==> config.mk <==
export PLATFORM = sky130hd
export DESIGN_NAME = vga_sync_receiver
export DESIGN_NICKNAME = d
export VERILOG_FILES = /design/src/rtl/vga_sync_receiver.sv
export SDC_FILE = /design/constraint.sdc
export NUM_CORES = 1
export LEC_CHECK = 0
export ABC_CLOCK_PERIOD_IN_PS = 2800
export CELL_PAD_IN_SITES_DETAIL_PLACEMENT = 2
export CELL_PAD_IN_SITES_GLOBAL_PLACEMENT = 2
export CORE_ASPECT_RATIO = 0.6
export CORE_UTILIZATION = 32
export CTS_CLUSTER_DIAMETER = 60
export DETAILED_ROUTE_END_ITERATION = 6
export PLACE_DENSITY = 0.78
export SLEW_MARGIN = 10
export SYNTH_ARGS = -nofsm -noshare
export SYNTH_HDL_FRONTEND = slang
export SYNTH_SLANG_ARGS = --single-unit
export TNS_END_PERCENT = 30
==> constraint.sdc <==
create_clock -name Clock -period 2.8 [get_ports Clock]
set_input_delay 0.56 -clock Clock [delete_from_list [all_inputs] [get_ports Clock]]
set_output_delay 0.56 -clock Clock [all_outputs]
set_load 0.02 [all_outputs]
==> src/rtl/vga_sync_receiver.sv <==
`timescale 1ns/1ps
// VGA sync receiver: measures Hsync/Vsync timing, locks onto a stable
// H_TOTAL x V_TOTAL raster and emits active-pixel coordinates with colour.
module vga_sync_receiver #(
  parameter int H_TOTAL     = 800,
  parameter int H_START     = 48,
  parameter int H_ACTIVE    = 640,
  parameter int V_TOTAL     = 521,
  parameter int V_START     = 29,
  parameter int V_ACTIVE    = 480,
  parameter int LOCK_FRAMES = 2
) (
  input  logic       Clock,
  input  logic       Reset,
  input  logic       iHsync,
  input  logic       iVsync,
  input  logic [2:0] iRGB,
  output logic [2:0] oRGB,
  output logic [9:0] oPixelX,
  output logic [9:0] oPixelY,
  output logic       oPixelValid,
  output logic [9:0] oLineLength,
  output logic [9:0] oFrameLines,
  output logic       oLocked,
  output logic       oFrameStart,
  output logic       oError,
  output logic [7:0] oErrCount
);

  typedef enum logic [1:0] {
    SEARCH  = 2'd0,
    ACQUIRE = 2'd1,
    LOCKED  = 2'd2
  } state_t;

  // Timing constants widened so "+1" comparisons never wrap.
  localparam logic [10:0] H_TOTAL_C = 11'(H_TOTAL);
  localparam logic [10:0] V_TOTAL_C = 11'(V_TOTAL);
  localparam logic [10:0] V_LIMIT_C = 11'(V_TOTAL + 1);
  localparam logic [9:0]  H_START_C = 10'(H_START);
  localparam logic [10:0] H_END_C   = 11'(H_START + H_ACTIVE);
  localparam logic [9:0]  V_START_C = 10'(V_START);
  localparam logic [10:0] V_END_C   = 11'(V_START + V_ACTIVE);
  localparam logic [2:0]  LOCK_C    = 3'(LOCK_FRAMES);
  localparam logic [9:0]  CNT_MAX_C = 10'd1023;

  logic       hsync_r, vsync_r;
  logic [2:0] rgb_r;
  logic [9:0] hcount_r, vcount_r;
  state_t     state_r, state_nxt_s;
  logic [2:0] goodcnt_r, goodcnt_nxt_s;
  logic       bad_r, bad_nxt_s;
  logic       err_s, fs_pulse_s;

  // Sync edges: a rising edge is the current input high while the sample is low.
  logic        line_start_s, frame_start_s, line_bad_s, hsat_s;
  logic [10:0] hcount_inc_s, vcount_inc_s;
  logic        h_active_s, v_active_s, pix_valid_s;

  assign line_start_s  = iHsync & ~hsync_r;
  assign frame_start_s = iVsync & ~vsync_r;
  assign hcount_inc_s  = {1'b0, hcount_r} + 11'd1;
  assign vcount_inc_s  = {1'b0, vcount_r} + 11'd1;
  assign line_bad_s    = line_start_s && (hcount_inc_s != H_TOTAL_C);
  assign hsat_s        = (hcount_r == CNT_MAX_C);
  assign h_active_s    = (hcount_r >= H_START_C) && ({1'b0, hcount_r} < H_END_C);
  assign v_active_s    = (vcount_r >= V_START_C) && ({1'b0, vcount_r} < V_END_C);
  assign pix_valid_s   = (state_r == LOCKED) && h_active_s && v_active_s;

  // Sample registers for sync edge detection and colour pipelining; syncs idle high.
  always_ff @(posedge Clock) begin
    if (Reset) begin
      hsync_r <= 1'b1;
      vsync_r <= 1'b1;
      rgb_r   <= 3'b111;
    end else begin
      hsync_r <= iHsync;
      vsync_r <= iVsync;
      rgb_r   <= iRGB;
    end
  end

  // Horizontal/vertical position counters and measured line/frame lengths.
  always_ff @(posedge Clock) begin
    if (Reset) begin
      hcount_r    <= 10'd0;
      vcount_r    <= 10'd0;
      oLineLength <= 10'd0;
      oFrameLines <= 10'd0;
    end else begin
      if (line_start_s) begin
        hcount_r    <= 10'd0;
        oLineLength <= hcount_inc_s[9:0];
      end else if (!hsat_s) begin
        hcount_r <= hcount_r + 10'd1;
      end
      if (frame_start_s) begin
        vcount_r    <= 10'd0;
        oFrameLines <= vcount_inc_s[9:0];
      end else if (line_start_s && (vcount_r != CNT_MAX_C)) begin
        vcount_r <= vcount_r + 10'd1;
      end
    end
  end

  // Lock FSM next-state logic: qualify frames in ACQUIRE, watch for loss in LOCKED.
  always_comb begin
    state_nxt_s   = state_r;
    goodcnt_nxt_s = goodcnt_r;
    bad_nxt_s     = bad_r;
    err_s         = 1'b0;
    fs_pulse_s    = 1'b0;
    case (state_r)
      SEARCH: begin
        if (frame_start_s) begin
          state_nxt_s   = ACQUIRE;
          goodcnt_nxt_s = 3'd0;
          bad_nxt_s     = 1'b0;
        end else begin
          state_nxt_s = SEARCH;
        end
      end
      ACQUIRE: begin
        if (hsat_s) begin
          state_nxt_s = SEARCH;
        end else if (frame_start_s) begin
          bad_nxt_s = 1'b0;
          if (!bad_r && !line_bad_s && (vcount_inc_s == V_TOTAL_C)) begin
            goodcnt_nxt_s = goodcnt_r + 3'd1;
            if ((goodcnt_r + 3'd1) >= LOCK_C) begin
              state_nxt_s = LOCKED;
            end else begin
              state_nxt_s = ACQUIRE;
            end
          end else begin
            goodcnt_nxt_s = 3'd0;
          end
        end else if (line_bad_s) begin
          bad_nxt_s = 1'b1;
        end else begin
          bad_nxt_s = bad_r;
        end
      end
      LOCKED: begin
        if (hsat_s || line_bad_s ||
            (frame_start_s && (vcount_inc_s != V_TOTAL_C)) ||
            (!frame_start_s && ({1'b0, vcount_r} == V_LIMIT_C))) begin
          state_nxt_s = SEARCH;
          err_s       = 1'b1;
        end else if (frame_start_s) begin
          fs_pulse_s = 1'b1;
        end else begin
          state_nxt_s = LOCKED;
        end
      end
      default: begin
        state_nxt_s   = SEARCH;
        goodcnt_nxt_s = 3'd0;
        bad_nxt_s     = 1'b0;
      end
    endcase
  end

  // Lock FSM state and status outputs (lock flag, frame pulse, loss-of-lock events).
  always_ff @(posedge Clock) begin
    if (Reset) begin
      state_r     <= SEARCH;
      goodcnt_r   <= 3'd0;
      bad_r       <= 1'b0;
      oLocked     <= 1'b0;
      oFrameStart <= 1'b0;
      oError      <= 1'b0;
      oErrCount   <= 8'd0;
    end else begin
      state_r     <= state_nxt_s;
      goodcnt_r   <= goodcnt_nxt_s;
      bad_r       <= bad_nxt_s;
      oLocked     <= (state_nxt_s == LOCKED);
      oFrameStart <= fs_pulse_s;
      oError      <= err_s;
      if (err_s && (oErrCount != 8'hFF)) begin
        oErrCount <= oErrCount + 8'd1;
      end
    end
  end

  // Pixel output stage: colour and coordinates one clock after the counters.
  always_ff @(posedge Clock) begin
    if (Reset) begin
      oPixelValid <= 1'b0;
      oPixelX     <= 10'd0;
      oPixelY     <= 10'd0;
      oRGB        <= 3'b000;
    end else begin
      oPixelValid <= pix_valid_s;
      oPixelX     <= pix_valid_s ? (hcount_r - H_START_C) : 10'd0;
      oPixelY     <= pix_valid_s ? (vcount_r - V_START_C) : 10'd0;
      oRGB        <= pix_valid_s ? rgb_r : 3'b000;
    end
  end

endmodule

==> impl_results.md <==
* Status: finished clean
* Placed Area at around 4700 sq um
* Crit path capture type: flip-flop
* Reg2reg path depth at 8
* CORE AREA at 11500 sq um
* Max-cap violations at 0
* GR peak layer: met2
* R2r endpoint: oErrCount[0]
* Crit-path slowest cell: or3_1
* CP Max Fanout at 9
* Post-synthesis simple-gate area fraction at between 20% and 30%
* Rel. slew slack at 60.3%
* Avg Inst Size Synth at around 8.7 sq um
* CTS H-tree lvls at 3
* Hold-fix buffers, CTS at 0
* Die Height at 87.0 um
* Post-Synth Adder-Cell Area at under 10%
* Number of top-level pins at 62
* Clk slew on worst S/H paths at 0.07 ns
* Seq cells post-synth at between 80 and 90
* Ys Warns at 0
* Mux share of post-synthesis cell area at 1.43%
* Total grt overflow at 0
* Filler instances at 1259
* Peak supply drop at 0.000296 V
* CTS tree: yes
* Initial antenna violation count at 0
* Unrepaired setup endpoints after global routing: no
* Max Fclk at 377 MHz
* Non-Filler Instances at 680
* Row cnt at 30
* Number of DRC markers after the initial detailed-route iteration at 100
* Area growth syn-to-layout at 30.9%
* Slew of the pin with the lowest slew margin at 0.581 ns
* Hold Fails Final Rpt at 0
* GRT met1 Usage at 29.4%
* DP Wirelength at 9.16 mm
* Gr usage total at 21.6%
* Number of global-route vias before repair at 3691
* Detailed-route DRC error count at 0
* DIE WIDTH at ~140 um
* RePlAce Congestion at 0.848
* Vias at 3454
* R2R Path Start: hcount_r[1]
* Nets at 533
* Clock skew after layout at 0.00671 ns
* Initial Util at 33.5%
* Routing usage on met3 at 4.73%
* DP Cell Count at 660
* Design Area, Final at 5050 sq um
* Root Buffer: clkbuf_16
* Port Buffers at 61
* Post-Syn Instances at 443
* R2r setup slk at between 0.1 and 0.15 ns
* Compound-gate portion of the synthesized area at 13.2%
* Avg WL per Cell at 18.7 um
* Share of cells above drive strength 1 at 12.5%
* Mapped Area at a little under 4000 sq um
* Final ANT Viol Nets at 0
* Worst Path Required at 3.03 ns
* CP Buf/Inv Count at 0
* Total Wirelength at ~13 mm
* Clock latency on the worst-skew pair at 0.34 ns
* DRT Pass-1 Iters at 4
* Synth unique cells at 51
* Worst setup SP type: flip-flop
* Xor/xnor share of the synthesized area at 8.86%
* Num CTS Buffers at 9
* Die area at 12500 sq um
* Cell family with most CP delay: compound AO/OA/AOI/OAI gates
* Main combinational cell family by area after synthesis: simple AND/OR/NAND/NOR gates
* Kind of critical path: flip-flop to flip-flop
* Max incr delay on CP at 0.41 ns
* Fin. max-slew vios at 0
* Worst Hold End: oRGB[0]
* CTS max path bufs at 2
* Period utilization at 94.7%
* CTS sink count at between 80 and 90
* Multi-input gate area at 1960 sq um
* Leak at 1.82 nW
* Worst Hold Depth at 1
* Register area at 1730 sq um
* Minimum clock period after layout at 2.65 ns
* First-pass GRT wire length at just over 20 mm
* N_diodes at 0
* Worst hold start: rgb_r[0]
* Syn nets at 461
* Largest net degree at the start of global routing at 43
* Critical path arrival at 2.88 ns
* Endpoints failing setup at 0
* Global Route met2 Usage at 35.1%
* Drt via density at ~5
* Pwr dens at about 500 nW/um^2
* Hold WC Path Type: flip-flop to flip-flop
* CP cell instances: ha_2 -> nand4_2 -> or3_1 -> a221o_1 -> o31ai_4 -> o211a_4 -> nor2_2 -> mux2_4
* Sequential fraction of the synthesis area at about 45%
## kinds of logic after synthesis
kind of cell,after synthesis
AOI/OAI and AO/OA,78
and+or+nand+nor,182
buffers and inverters,42
adders and majority gates,11
xor gates and xnor gates,39
DFF,86
muxes,5
## stage by stage
stage | worst slack, ns | TNS, ns | utilization [%] | total power [mW] | hold slack [ns]
after floorplan | 0.362 | 0 | - | 1.38 | 0.406
after global placement | 0.137 | 0 | 41.1 | 1.44 | 0.416
after detailed placement | -0.0258 | -0.0258 | 41.1 | 1.45 | 0.427
after CTS | 0.0291 | 0 | 43.8 | 2.59 | 0.435
after global routing | 0.00253 | 0 | 43.8 | 2.66 | 0.454
final | 0.150 | 0 | 43.8 | 2.56 | 0.429
## synth_stat cells, drive strengths merged
cell,instances,share of area (%)
dfxtp,86,45
nor2,64,6.3
nand2,30,2.9
a21oi,28,3.6
xnor2,23,5.2
a211oi,17,3.4
clkbuf,17,1.7
nand3,17,2.3
xor2,16,3.6
o21ai,15,1.9
buf,13,1.8
inv,12,1.2
ha,11,3.6
nand2b,11,1.8
and3,9,1.5
nor3,8,1.2
or3,8,1.3
and2,6,0.97
nand4,6,1.1
or2,6,0.97
nor2b,5,0.81
nor4,5,0.97
a31oi,4,0.65
mux2i,4,1.0
o31ai,3,0.94
a2111oi,2,0.49
a21o,2,0.39
nor4b,2,0.45
or4,2,0.39
a21bo,1,0.26
a221o,1,0.26
a311oi,1,0.23
mux2,1,0.39
nand3b,1,0.19
nand4b,1,0.23
o211a,1,0.45
o211ai,1,0.19
o21a,1,0.19
o22ai,1,0.16
or3b,1,0.23
## layout make-up
| class | instances | share of cell area (%) |
|---|---|---|
| Tap cell | 160 | 3.96 |
| Sequential cell | 86 | 34.2 |
| Inverter | 12 | 0.892 |
| Multi-Input combinational cell | 315 | 38.8 |
| Clock buffer | 10 | 4.53 |
| Clock inverter | 6 | 0.892 |
| Timing Repair Buffer | 91 | 16.8 |
## what timing repair did
item,CTS,global route
cloned,0,0
endpoints found under the setup margin,1,11
gates resized for setup,0,4
pin swaps,1,0
setup buffers,4,0
## worst max path at each step
| stage | startpoint | to | slack [ns] | depth (start not counted) |
|---|---|---|---|---|
| 2_1_floorplan | hcount_r[1] | oErrCount[0] | 0.36 | 8 |
| 3_3_place_gp | hcount_r[0] | oErrCount[0] | 0.14 | 8 |
| 3_5_place_dp | hcount_r[0] | oErrCount[0] | -0.03 | 8 |
| 4_1_cts | hcount_r[1] | oErrCount[0] | 0.03 | 8 |
| 5_1_grt | hcount_r[0] | oErrCount[7] | 0.003 | 9 |
| 6_report | hcount_r[1] | oErrCount[0] | 0.15 | 8 |
## routing by layer
metal  part of all wire (%)  up-vias
li1                       -     1654
met3                    2.8        7
met2                     46       53
met1                     51     1740
met4                   0.54        0
met5                      0        -
## layout by cell type (no fill, tap or decap), types with 2 or more instances in the layout
cell type        netlist  layout
clkinvlp_4             0       3
nand4_1                5       5
and2_1                 6       6
a21oi_1               28      28
nor3_1                 7       7
o21ai_1                3       3
mux2i_1                4       4
nor4b_1                2       2
dfxtp_2                0       3
xor2_1                16      16
or4_1                  2       2
o21ai_0               12      12
xnor2_1               23      23
and3_1                 9       9
clkdlybuf4s50_1        0      61
a211oi_1              16      16
clkbuf_16              0       9
nor2b_1                5       5
o31ai_1                2       2
nor2_1                63      63
nand2_1               30      30
or3_1                  8       8
buf_4                  0      29
dfxtp_1               86      83
nor4_1                 4       4
nand3_1               16      16
a21o_1                 2       2
nand2b_1              11      11
ha_1                  11      10
inv_6                  0       2
inv_1                 12      12
or2_2                  6       6
a31oi_1                4       4
## flip-flops by register name, indices dropped and copies added (netlist names), 8 cells and up
signal	count
hcount_r	10
oErrCount	8
oFrameLines	10
oLineLength	10
oPixelX	10
oPixelY	10
vcount_r	10
## power by group
| group | internal, mW | total [mW] | switching [mW] |
|---|---|---|---|
| logic | 0.0707 | 0.166 | 0.0955 |
| clock network | 0.607 | 1.13 | 0.520 |
| registers | 1.25 | 1.26 | 0.0185 |
| total | 1.92 | 2.56 | 0.634 |
No activity file was read; power rests on OpenSTA's default activity.
